<file path="config.mk">
export PLATFORM = sky130hd
export DESIGN_NAME = load_unit
export DESIGN_NICKNAME = d
export VERILOG_FILES = /design/src/rtl/load_unit.sv
export SDC_FILE = /design/constraint.sdc
export NUM_CORES = 1
export LEC_CHECK = 0
export BUFFER_PORTS_ARGS = -buffer_cell sky130_fd_sc_hd__buf_2
export CAP_MARGIN = 15
export CORE_MARGIN = 2
export CORE_UTILIZATION = 40
export DETAILED_ROUTE_END_ITERATION = 10
export PLACE_DENSITY = 0.71
export SLEW_MARGIN = 20
export SYNTH_ARGS = -nofsm -noshare
export SYNTH_HDL_FRONTEND = slang
export SYNTH_SLANG_ARGS = --single-unit
export TNS_END_PERCENT = 20
</file>
<file path="constraint.sdc">
create_clock -name clk -period 2.71 [get_ports clk]
set_input_delay 0.1355 -clock clk [delete_from_list [all_inputs] [get_ports clk]]
set_output_delay 0.1355 -clock clk [all_outputs]
set_load 0.05 [all_outputs]
</file>
<file path="src/rtl/load_unit.sv">
// RV32 load engine: accepts one load from execute, reads a word from data memory
// over req/ready + rvalid, then aligns and sign/zero-extends it for writeback.
module load_unit #(
  parameter int ADDR_WIDTH = 32,
  parameter int TIMEOUT    = 256
) (
  input  logic                  clk,
  input  logic                  reset,
  input  logic                  ld_valid,
  input  logic [ADDR_WIDTH-1:0] ld_addr,
  input  logic [2:0]            ld_funct3,
  input  logic [4:0]            ld_rd,
  output logic                  busy,
  output logic                  mem_req,
  output logic [ADDR_WIDTH-1:0] mem_addr,
  input  logic                  mem_ready,
  input  logic                  mem_rvalid,
  input  logic [31:0]           mem_rdata,
  output logic                  wb_valid,
  output logic [4:0]            wb_rd,
  output logic [31:0]           wb_data,
  output logic                  ld_fault,
  output logic [1:0]            dbgState
);

  // Handshake: a read is accepted on the cycle mem_req && mem_ready; its data is
  // taken on the first mem_rvalid seen in S_WAIT. rvalid outside S_WAIT is dropped.

  localparam int CW = (TIMEOUT > 2) ? $clog2(TIMEOUT) : 1;
  localparam logic [CW-1:0] CNT_LAST = CW'(TIMEOUT - 1);

  typedef enum logic [1:0] {
    S_IDLE = 2'd0,
    S_REQ  = 2'd1,
    S_WAIT = 2'd2,
    S_RESP = 2'd3
  } stateT;

  stateT         state, stateNext;
  logic [1:0]    addrLo;
  logic [2:0]    funct3Q;
  logic [4:0]    rdQ;
  logic [CW-1:0] waitCnt;

  logic          reqBad;
  logic          acceptLd;
  logic          captureData;
  logic          faultNow;
  logic [7:0]    selByte;
  logic [15:0]   selHalf;
  logic [31:0]   alignedData;

  always_comb begin
    reqBad = 1'b0;
    case (ld_funct3)
      3'b011, 3'b110, 3'b111: reqBad = 1'b1;
      3'b001, 3'b101:         reqBad = ld_addr[0];
      3'b010:                 reqBad = (ld_addr[1:0] != 2'b00);
      default:                reqBad = 1'b0;
    endcase
  end

  always_comb begin
    selByte = 8'h00;
    case (addrLo)
      2'd0:    selByte = mem_rdata[7:0];
      2'd1:    selByte = mem_rdata[15:8];
      2'd2:    selByte = mem_rdata[23:16];
      default: selByte = mem_rdata[31:24];
    endcase
    selHalf = addrLo[1] ? mem_rdata[31:16] : mem_rdata[15:0];
    case (funct3Q)
      3'b000:  alignedData = {{24{selByte[7]}}, selByte};
      3'b100:  alignedData = {24'h000000, selByte};
      3'b001:  alignedData = {{16{selHalf[15]}}, selHalf};
      3'b101:  alignedData = {16'h0000, selHalf};
      default: alignedData = mem_rdata;
    endcase
  end

  always_ff @(posedge clk or posedge reset) begin
    if (reset) state <= S_IDLE;
    else       state <= stateNext;
  end

  always_comb begin
    stateNext   = state;
    busy        = (state != S_IDLE);
    mem_req     = (state == S_REQ);
    acceptLd    = 1'b0;
    captureData = 1'b0;
    faultNow    = 1'b0;
    case (state)
      S_IDLE: begin
        if (ld_valid) begin
          if (reqBad) begin
            faultNow = 1'b1;
          end else begin
            acceptLd  = 1'b1;
            stateNext = S_REQ;
          end
        end
      end
      S_REQ: begin
        if (mem_ready) stateNext = S_WAIT;
      end
      S_WAIT: begin
        // rvalid takes priority over the timeout on the final cycle
        if (mem_rvalid) begin
          captureData = 1'b1;
          stateNext   = S_RESP;
        end else if (waitCnt == CNT_LAST) begin
          faultNow  = 1'b1;
          stateNext = S_IDLE;
        end
      end
      S_RESP: stateNext = S_IDLE;
      default: stateNext = S_IDLE;
    endcase
  end

  always_ff @(posedge clk or posedge reset) begin
    if (reset) begin
      addrLo   <= 2'b00;
      funct3Q  <= 3'b000;
      rdQ      <= 5'd0;
      waitCnt  <= '0;
      mem_addr <= '0;
      wb_valid <= 1'b0;
      wb_rd    <= 5'd0;
      wb_data  <= 32'h0;
      ld_fault <= 1'b0;
    end else begin
      wb_valid <= captureData;
      ld_fault <= faultNow;
      if (acceptLd) begin
        addrLo   <= ld_addr[1:0];
        funct3Q  <= ld_funct3;
        rdQ      <= ld_rd;
        mem_addr <= {ld_addr[ADDR_WIDTH-1:2], 2'b00};
      end
      if (state == S_WAIT) waitCnt <= waitCnt + 1'b1;
      else                 waitCnt <= '0;
      if (captureData) begin
        wb_data <= alignedData;
        wb_rd   <= rdQ;
      end
    end
  end

  assign dbgState = state;

endmodule

</file>
==> out/summary.txt, run 1 <==
via count: 3421
post-route fraction of the period consumed by the critical path: 72.5%
Crit. Startpoint: dbgState[0]
Max clock buf depth: 2
die boundary height: 108 um
core area: 10400 um2
hold buffer count at CTS: 11
Syn Inst Count: 363
CP Data Required Time: 2.95 ns
final count of pins violating max slew: 0
antenna violation net count after detailed routing: 0
setup total negative slack: 0 ns
final layout net count: 599
synthesized cell area: 4300 um2
critical path type: flip-flop to flip-flop
met1 capacity usage during global routing: 25.0%
IO Count: 152
count of buffers from port buffering: 149
worst slew margin relative to its limit: 46.4%
#FFs+latches synth: 89
CTS H-tree depth: 3
met2 Track Usage GR: 29.4%
post-synthesis to final-layout area growth: 27.0%
number of diodes: 0
die boundary width: 108 um
total global routing track utilization: 18.5%
Worst Hold Launch: ld_addr[4]
remaining routing DRC violations: 0
maxcap violations: 0
number of distinct library cells after synthesis: 57
area share of the leading cell type in the synthesized netlist: 51.8%
highest net fanout along the worst path: 45
antenna violations before repair: 0
clock period minus worst slack: 1.97 ns
buffers inserted by post-CTS timing repair: 0
startpoint class of the critical path: flip-flop
internal reg-to-reg setup slack: 0.74 ns
cell at the root of the clock tree: clkbuf_8
via count of the first global-routing pass: 3361
routed len/inst: 16.2 um
routed vias/inst: 5.17
number of failing hold endpoints at the final stage: 0
most heavily used metal layer in global routing: met2
initial core utilization: 41.5%
pre-CTS setup slack: 0.714 ns
status: completed
count of final setup violators: 0
post-synthesis average cell area: 11.8 um2
fraction of registers with async set or reset after synthesis: 100%
capturing point of the worst reg2reg path: wb_data[14]
Area contributors post-synth: dfrtp_1 52%, mux2_4 14%, nand2_1 4.1%, nand3_1 3.3%, nand3_2 2.3%
commonest cells after routing, fill and taps aside: 149 x buf_2, 89 x dfrtp_1, 47 x nand2_1
total grt overflow: 0
slack of the critical path: 0.744 ns
top cell type by total area after synthesis: dfrtp_1
sequential cell area fraction in the yosys report: 51.8%
power density over cell area: 1350 nW/um2
sinks on the clock net: 89
cell depth of the worst min-delay path: 2
violation count after the first detailed-routing iteration: 148
Max rail drop VDD: 0.000648 V
post-route clock skew: 0.00791 ns
RePlAce Congestion: 0.911
full die area: 11600 um2
wire length reported by the detailed router: 10700 um
YS warnings: 0
number of cells on the worst reg-to-reg path: 4
primary flip-flop cell chosen by synthesis mapping: dfrtp_1
Post-CTS Resized: 0
EDFF count, synth: 0
Hold WC Path Type: primary input to flip-flop
arrival time of the worst setup path: 2.21 ns
number of optimization iterations in the first detailed-route pass: 4
# rows: 37
slew at the pin with the worst max-slew slack: 0.804 ns
detailed placer's ending HPWL: 7730 um
most common cell after layout, fill and taps aside: buf_2
Clk Latency, worst-skew pair: 0.35 ns
layout cells sized above 1: 43.9%
global-route track usage on met3: 3.57%
startpoint of the worst-slack reg-to-reg timing path: dbgState[0]
first-pass GRT wire length: 16800 um
type of destination of the critical path: flip-flop
pin count of the biggest net entering global routing: 46
clock slew at the register clock pins of the worst setup and hold paths: 0.09 ns
setup repair after global routing missed its margin: no
CTS tree: done
worst hold endpoint: mem_addr[4]
Max Fclk: 509 MHz
leakage power: 2.83 nW
number of buffers added by the clock tree synthesis step: 9
-- cell type report --
type	instances	area, um2
Clock inverter	4	53.8
Sequential cell	89	2230
Multi-Input combinational cell	246	1900
Fill cell	950	4910
Timing Repair Buffer	170	953
Tap cell	136	170
Inverter	5	20.0
Clock buffer	12	135
-- synthesized netlist by cell type, drive strengths merged, types with 2 or more instances --
| master | instances |
|---|---|
| mux2 | 42 |
| nand2 | 47 |
| or2 | 2 |
| and3 | 3 |
| a211oi | 8 |
| o21bai | 3 |
| and2 | 3 |
| a221oi | 2 |
| xnor2 | 3 |
| nand3 | 39 |
| o22a | 3 |
| o21ai | 12 |
| nand4b | 2 |
| nand3b | 6 |
| clkbuf | 9 |
| nor3 | 3 |
| nand2b | 3 |
| o22ai | 3 |
| xor2 | 3 |
| a32o | 3 |
| dfrtp | 89 |
| buf | 15 |
| a21oi | 9 |
| nor2 | 20 |
| inv | 5 |
| mux4 | 2 |
| mux2i | 7 |
| nor2b | 2 |
| nor4bb | 2 |
-- layer usage --
metal	up-vias	routed length [um]
li1	1589	-
met1	1666	4510
met2	150	5120
met3	16	884
met4	0	208
met5	-	0
-- how the worst max path moves through the flow --
| stage | endpoint | slack [ns] |
|---|---|---|
| after floorplan | addrLo[0] | 0.27 |
| after global placement | wb_data[0] | 0.83 |
| after detailed placement | wb_data[14] | 0.71 |
| after CTS | wb_data[14] | 0.70 |
| after global routing | wb_data[14] | 0.55 |
| final | wb_data[14] | 0.74 |
-- through the flow --
| step | hold slack, ns | area (um2) | util (%) | std cells | total power, W |
|---|---|---|---|---|---|
| final | 0.0176 | 5460 | 52.7 | 662 | 0.00738 |
| after floorplan | 0.275 | 4300 | - | 364 | 0.00557 |
| after detailed placement | 0.305 | 5120 | 49.4 | 631 | 0.00650 |
| after global routing | 0.00116 | 5460 | 52.7 | 662 | 0.00778 |
| after CTS | 0.0000168 | 5420 | 52.3 | 658 | 0.00743 |
| after global placement | 0.301 | 5120 | 49.4 | 631 | 0.00642 |
-- flip-flops by register name (all words and copies together), names as in the netlist --
| register | flops |
|---|---|
| dbgState | 2 |
| rdQ | 5 |
| mem_addr | 30 |
| wb_rd | 5 |
| ld_fault | 1 |
| wb_valid | 1 |
| funct3Q | 3 |
| waitCnt | 8 |
| wb_data | 32 |
| addrLo | 2 |
-- kinds of logic (layout without fill, tap and decap cells) --
group                      after synthesis  in the layout  share of synthesized area [%]
AOI/OAI and AO/OA                       50             50                           8.26
xor gates and xnor gates                 6              6                           1.22
adders and majority gates                1              1                          0.291
buffers and inverters                   29            191                           4.04
DFF                                     89             89                           51.8
muxes                                   51             51                           17.1
other                                    1              2                         0.0872
and+or+nand+nor                        136            136                           17.2
-- power by group --
group	total (W)	leakage [nW]	internal, W	switching [W]
combinational	0.00414	1.65	0.00131	0.00283
clock	0.000897	0.0868	0.000430	0.000467
sequential	0.00234	1.09	0.00191	0.000436
-- critical path: stages (launching register included) --
cell	delay, ns
dfrtp_1	0.41
nand3b_1	0.36
inv_2	0.64
o21ai_0	0.17
a211oi_1	0.26
Power figures use the tool's default switching activity.
==> run 2, diff against run 1 <==
--- a/config.mk
+++ b/config.mk
@@ -10,7 +10,7 @@
 export CORE_MARGIN = 2
 export CORE_UTILIZATION = 40
 export DETAILED_ROUTE_END_ITERATION = 10
-export PLACE_DENSITY = 0.71
+export PLACE_DENSITY = 0.74
 export SLEW_MARGIN = 20
 export SYNTH_ARGS = -nofsm -noshare
 export SYNTH_HDL_FRONTEND = slang
==> constraint.sdc (replaced) <==
create_clock -name clk -period 1.7 [get_ports clk]
set_input_delay 0.085 -clock clk [delete_from_list [all_inputs] [get_ports clk]]
set_output_delay 0.085 -clock clk [all_outputs]
set_load 0.05 [all_outputs]
==> out/summary.txt, run 2 (same netlist as run 1, synthesis figures left out) <==
first-pass GRT wire length: 18100 um (+7.6%)
die boundary width: 108 um (unchanged)
RePlAce Congestion: 0.856 (-6.0%)
utilization after layout: 57.2% (+4.5 points)
routed vias/inst: 5.12 (-0.90%)
Max Fclk: 599 MHz
maxcap violations: 0 (unchanged)
die boundary height: 108 um (unchanged)
remaining routing DRC violations: 0 (unchanged)
power density over cell area: 2060 nW/um2 (+52%)
number of optimization iterations in the first detailed-route pass: 4 (unchanged)
clock slew at the register clock pins of the worst setup and hold paths: 0.08 ns (about the same)
post-route clock skew: 0.0118 ns (+0.00389 ns)
most common cell after layout, fill and taps aside: buf_2
Inst Count DP: 640 (+1.4%)
fill cell instance count of the final layout: 881 (-7.3%)
Clk Latency, worst-skew pair: 0.36 ns (about the same)
internal cell power: 0.00616 W (+69%)
highest net fanout along the worst path: 41 (-8.9%)
total global routing track utilization: 20.1% (+1.6 points)
critical path type: primary input to flip-flop
count of final setup violators: 0 (unchanged)
registers with the most flip-flops: wb_data x32, mem_addr x30, waitCnt x8
antenna violation net count after detailed routing: 0 (unchanged)
CTS H-tree depth: 3 (unchanged)
final layout net count: 639 (+6.7%)
IO Count: 152 (unchanged)
core area: 10400 um2 (unchanged)
non-filler instance count after layout: 701 (+5.9%)
flip-flop count of the largest register after layout: 32 (unchanged)
share of power burned in registers: 29.7% (-2.1 points)
switching share of total power: 49.6% (-1.1 points)
Max rail drop VDD: 0.00120 V (+84%)
violation count after the first detailed-routing iteration: 177 (+20%)
register with the highest flop count: wb_data
worst slew margin relative to its limit: 57.3% (+11 points)
wire length reported by the detailed router: 11500 um (+6.8%)
proportion of power drawn by the clock network: 12.8% (+0.6 points)
final count of pins violating max slew: 0 (unchanged)
full die area: 11600 um2 (unchanged)
slew at the pin with the worst max-slew slack: 0.639 ns (-0.164 ns)
antenna violations before repair: 0 (unchanged)
initial core utilization: 41.5% (unchanged)
count of buffers from port buffering: 149 (unchanged)
pre-CTS setup slack: 0.0102 ns (-0.704 ns)
arrival time of the worst setup path: 1.90 ns (-0.31 ns)
Max clock buf depth: 2 (unchanged)
post-route fraction of the period consumed by the critical path: 98.1%
type of destination of the critical path: flip-flop
clock period minus worst slack: 1.67 ns
total grt overflow: 0 (unchanged)
leakage power: 3.04 nW (+7.4%)
part of the total power dissipated in combinational logic: 57.5% (+1.4 points)
detailed placer's ending HPWL: 8010 um (+3.7%)
number of failing hold endpoints at the final stage: 0 (unchanged)
CTS tree: done
cell at the root of the clock tree: clkbuf_8
sinks on the clock net: 89 (unchanged)
via count of the first global-routing pass: 3718 (+11%)
post-synthesis to final-layout area growth: 37.9%
pin count of the biggest net entering global routing: 42 (-8.7%)
via count: 3590 (+4.9%)
number of buffers added by the clock tree synthesis step: 9 (unchanged)
commonest cells after routing, fill and taps aside: 149 x buf_2, 86 x dfrtp_1, 47 x nand2_1
startpoint class of the critical path: primary input
layout cells sized above 1: 44.0% (+0.055 points)
Hold WC Path Type: primary input to flip-flop
status: completed
routed len/inst: 16.3 um (+0.84%)
# rows: 37 (unchanged)
CP Data Required Time: 1.94 ns (-1.01 ns)
net load switching power: 0.00605 W (+62%)
slack of the critical path: 0.0319 ns (-0.712 ns)
setup repair after global routing missed its margin: yes
==> run 2: cell count changes in the layout (fill, tap and decap cells not counted), sizes merged <==
| cell | previous run | this run |
|---|---|---|
| dlygate4sd3 | 15 | 43 |
| buf | 155 | 167 |
| clkbuf | 12 | 9 |
| bufinv | 1 | 2 |
| clkinv | 2 | 1 |
| diode | 0 | 1 |
| inv | 4 | 5 |
==> run 2: cell type report <==
type / count / area (um2) / area share (%)
Timing Repair Buffer: 210 / 1380 / 23.3
Clock inverter: 5 / 81.3 / 1.37
Tap cell: 136 / 170 / 2.87
Multi-Input combinational cell: 246 / 1920 / 32.3
Inverter: 5 / 22.5 / 0.380
Clock buffer: 9 / 124 / 2.09
Antenna cell: 1 / 2.50 / 0.0422
Sequential cell: 89 / 2230 / 37.6
==> run 2: power by group through the flow <==
stage / combinational [W] / sequential, W / clock [W]
final: 0.00702 / 0.00363 / 0.00156
after global routing: 0.00741 / 0.00375 / 0.00168
after CTS: 0.00696 / 0.00362 / 0.00160
after detailed placement: 0.00688 / 0.00363 / 0
after global placement: 0.00677 / 0.00359 / 0
after floorplan: 0.00256 / 0.00632 / 0
==> run 2: layer usage <==
metal | global-route usage [%] | share of wire [%] | vias up
li1 | - | - | 1676
met1 | 24.5 | 41 | 1753
met2 | 34.2 | 51 | 143
met3 | 5.51 | 6.9 | 18
met4 | 6.78 | 1.5 | 0
met5 | 0 | 0 | -
==> run 2: critical path: stages <==
cell and delay [ns]:
dlygate4sd3_1 0.53, buf_2 0.13, o31a_1 0.29, o22ai_2 0.18, nand3_4 0.10, buf_12 0.22, mux2_4 0.33
==> run 2: worst paths after layout <==
check	endpoint	from	slack [ns]	cells past startpoint
max in group asynchronous	addrLo[0]	reset	0.73	4
min reg2reg	waitCnt[0]	waitCnt[0]	0.45	1
min in group asynchronous	rdQ[1]	reset	0.36	3
max	mem_addr[16]	ld_funct3[2]	0.03	7
min	addrLo[0]	ld_addr[0]	0.02	2
max reg2reg	wb_data[16]	funct3Q[0]	0.04	5
==> run 2: repair_timing <==
action	4_1_cts	5_1_grt
hold buffers	43	0
buffers inserted	0	3
cloned	0	0
hold endpoints to repair	69	0
pin swaps	0	1
endpoints found under the setup margin	6	23
resized for setup	0	8
==> run 2: through the flow <==
step	area (um2)	hold slack (ns)	power, W	setup TNS (ns)
global route	5930	0.0117	0.0128	-0.0264
detailed placement	5230	0.205	0.0105	0
floorplan	4310	0.225	0.00888	-0.779
finish	5930	0.0190	0.0122	0
CTS	5870	0.00416	0.0122	-0.0585
global placement	5230	0.191	0.0104	0
==> run 3, diff against run 2 <==
--- a/config.mk
+++ b/config.mk
@@ -7,10 +7,11 @@
 export LEC_CHECK = 0
 export BUFFER_PORTS_ARGS = -buffer_cell sky130_fd_sc_hd__buf_2
 export CAP_MARGIN = 15
-export CORE_MARGIN = 2
 export CORE_UTILIZATION = 40
+export CTS_BUF_LIST = sky130_fd_sc_hd__clkbuf_2 sky130_fd_sc_hd__clkbuf_4 sky130_fd_sc_hd__clkbuf_8
 export DETAILED_ROUTE_END_ITERATION = 10
 export PLACE_DENSITY = 0.74
+export RECOVER_POWER = 100
 export SLEW_MARGIN = 20
 export SYNTH_ARGS = -nofsm -noshare
 export SYNTH_HDL_FRONTEND = slang
==> out/summary.txt, run 3 (same netlist as run 1, synthesis figures left out) <==
status: completed
layout cells sized above 1: 26.5% (-18 points)
register with the highest flop count: wb_data
power density over cell area: 2020 nW/um2 (-1.8%)
# rows: 37 (unchanged)
post-synthesis to final-layout area growth: 31.9%
non-filler instance count after layout: 703 (+0.29%)
violation count after the first detailed-routing iteration: 151 (-15%)
final layout net count: 640 (+0.16%)
cell at the root of the clock tree: clkbuf_8
clock period minus worst slack: 1.66 ns (-0.00729 ns)
via count of the first global-routing pass: 3649 (-1.9%)
CTS H-tree depth: 3 (unchanged)
Hold WC Path Type: primary input to flip-flop
Inst Count DP: 644 (+0.63%)
count of final setup violators: 0 (unchanged)
startpoint of the worst-slack reg-to-reg timing path: funct3Q[0]
Max rail drop VDD: 0.00142 V (+18%)
full die area: 11200 um2 (-3.7%)
RePlAce Congestion: 0.909 (+6.1%)
post-route fraction of the period consumed by the critical path: 97.7% (-0.43 points)
clock slew at the register clock pins of the worst setup and hold paths: 0.10 ns (+0.02 ns)
remaining routing DRC violations: 0 (unchanged)
routed vias/inst: 4.98 (-2.7%)
capturing point of the worst reg2reg path: wb_data[18]
wire length reported by the detailed router: 11300 um (-1.3%)
maxcap violations: 0 (unchanged)
Max clock buf depth: 2 (unchanged)
total global routing track utilization: 21.1% (+1.0 points)
detailed placer's ending HPWL: 7970 um (-0.45%)
worst hold endpoint: funct3Q[0]
critical path type: primary input to flip-flop
antenna violation net count after detailed routing: 0 (unchanged)
routed length on met2: 5440 um (-6.0%)
sinks on the clock net: 89 (unchanged)
worst slew margin relative to its limit: 27.5% (-30 points)
core area: 10400 um2 (unchanged)
Worst Hold Launch: ld_funct3[0]
number of diodes: 0 (-1)
wire length on met1: 4940 um (+5.1%)
flip-flop count of the largest register after layout: 32 (unchanged)
leakage power: 2.67 nW (-12%)
FF/Latch Area: 2230 um2 (-0.17%)
highest metal used: met4
IO Count: 152 (unchanged)
CTS tree: done
number of optimization iterations in the first detailed-route pass: 4 (unchanged)
sum of met3 wire segment lengths after detailed routing: 727 um (-8.1%)
area of combinational cells with multiple inputs: 1810 um2 (-5.4%)
antenna violations before repair: 0 (unchanged)
most common cell after layout, fill and taps aside: dfrtp_1
Max Fclk: 602 MHz (+0.44%)
Clk Latency, worst-skew pair: 0.36 ns (about the same)
highest net fanout along the worst path: 30 (-27%)
total grt overflow: 0 (unchanged)
CP Data Required Time: 1.95 ns (about the same)
die boundary width: 106 um (-1.9%)
slew at the pin with the worst max-slew slack: 1.08 ns (+0.443 ns)
internal reg-to-reg setup slack: 0.06 ns (+0.02 ns)
arrival time of the worst setup path: 1.91 ns (about the same)
first-pass GRT wire length: 18500 um (+2.0%)
commonest cells after routing, fill and taps aside: 89 x dfrtp_1, 76 x buf_2, 72 x clkbuf_1
die boundary height: 106 um (-1.9%)
routed len/inst: 16.1 um (-1.6%)
initial core utilization: 41.5% (unchanged)
count of buffers from port buffering: 149 (unchanged)
number of failing hold endpoints at the final stage: 0 (unchanged)
number of buffers added by the clock tree synthesis step: 9 (unchanged)
setup repair after global routing missed its margin: yes
via count: 3502 (-2.5%)
post-route clock skew: 0.00828 ns (-0.00351 ns)
pin count of the biggest net entering global routing: 31 (-26%)
setup total negative slack: 0 ns (unchanged)
startpoint class of the critical path: primary input
cell depth of the worst min-delay path: 2 (unchanged)
fill cell instance count of the final layout: 991 (+12%)
type of destination of the critical path: flip-flop
final count of pins violating max slew: 0 (unchanged)
number of cells on the worst reg-to-reg path: 5 (unchanged)
registers with the most flip-flops: wb_data x32, mem_addr x30, waitCnt x8
[run 3: cell count changes in the layout (fill, tap and decap cells not counted), sizes merged]
cell,change
clkbuf,+79
buf,-76
diode,-1
clkinv,+2
bufinv,-2
inv,+2
dlygate4sd3,-2
[run 3: metal layers]
metal | up-vias | global-route usage, %
li1 | 1673 | -
met1 | 1672 | 28.3
met2 | 138 | 34.7
met3 | 19 | 3.28
met4 | 0 | 7.64
met5 | - | 0
[run 3: report_power, final]
part           internal (W)  leakage [nW]  switching, W
sequential          0.00304          1.09      0.000660
combinational       0.00178          1.49       0.00462
clock              0.000545        0.0904      0.000824
[run 3: worst max-delay path, stage by stage]
cell,delay [ns]
dlygate4sd3_1,0.54
buf_2,0.13
o31a_1,0.30
o22ai_2,0.19
nand3_4,0.11
buf_8,0.20
mux2_1,0.34
[run 3: layout make-up]
class,instances,share of cell area (%)
tap,136,3.00
clock buffer,9,2.18
inverter,5,0.397
timing repair buffer,211,22.3
sequential,89,39.3
clock inverter,7,0.927
multi-input combinational,246,31.9
[run 3: what timing repair did]
item / in CTS / in global routing
buffers inserted: 0 / 1
hold buffers: 41 / 0
gates resized for setup: 0 / 5
setup endpoints to repair: 0 / 29
hold endpoints to repair: 61 / 0
[run 3: through the flow]
step                hold slack [ns]  instance area [um2]  total power, W  util (%)  worst slack [ns]
detailed placement            0.180                 5250          0.0105      50.6            0.0186
floorplan                     0.225                 4310         0.00888         -            -0.104
global placement              0.167                 5250          0.0104      50.6            0.0687
finish                      0.00880                 5670          0.0115      54.7            0.0392
global route                0.00755                 5670          0.0121      54.7          -0.00558
CTS                         0.00302                 5840          0.0120      56.3           0.00533
[run 3: how the worst max path moves through the flow]
stage	to	startpoint	depth (start not counted)
after floorplan	dbgState[1]	dbgState[0]	3
after global placement	wb_data[26]	funct3Q[0]	4
after detailed placement	wb_data[31]	funct3Q[0]	4
after CTS	wb_data[31]	funct3Q[0]	4
after global routing	wb_data[15]	dbgState[0]	4
final	mem_addr[11]	ld_funct3[2]	7
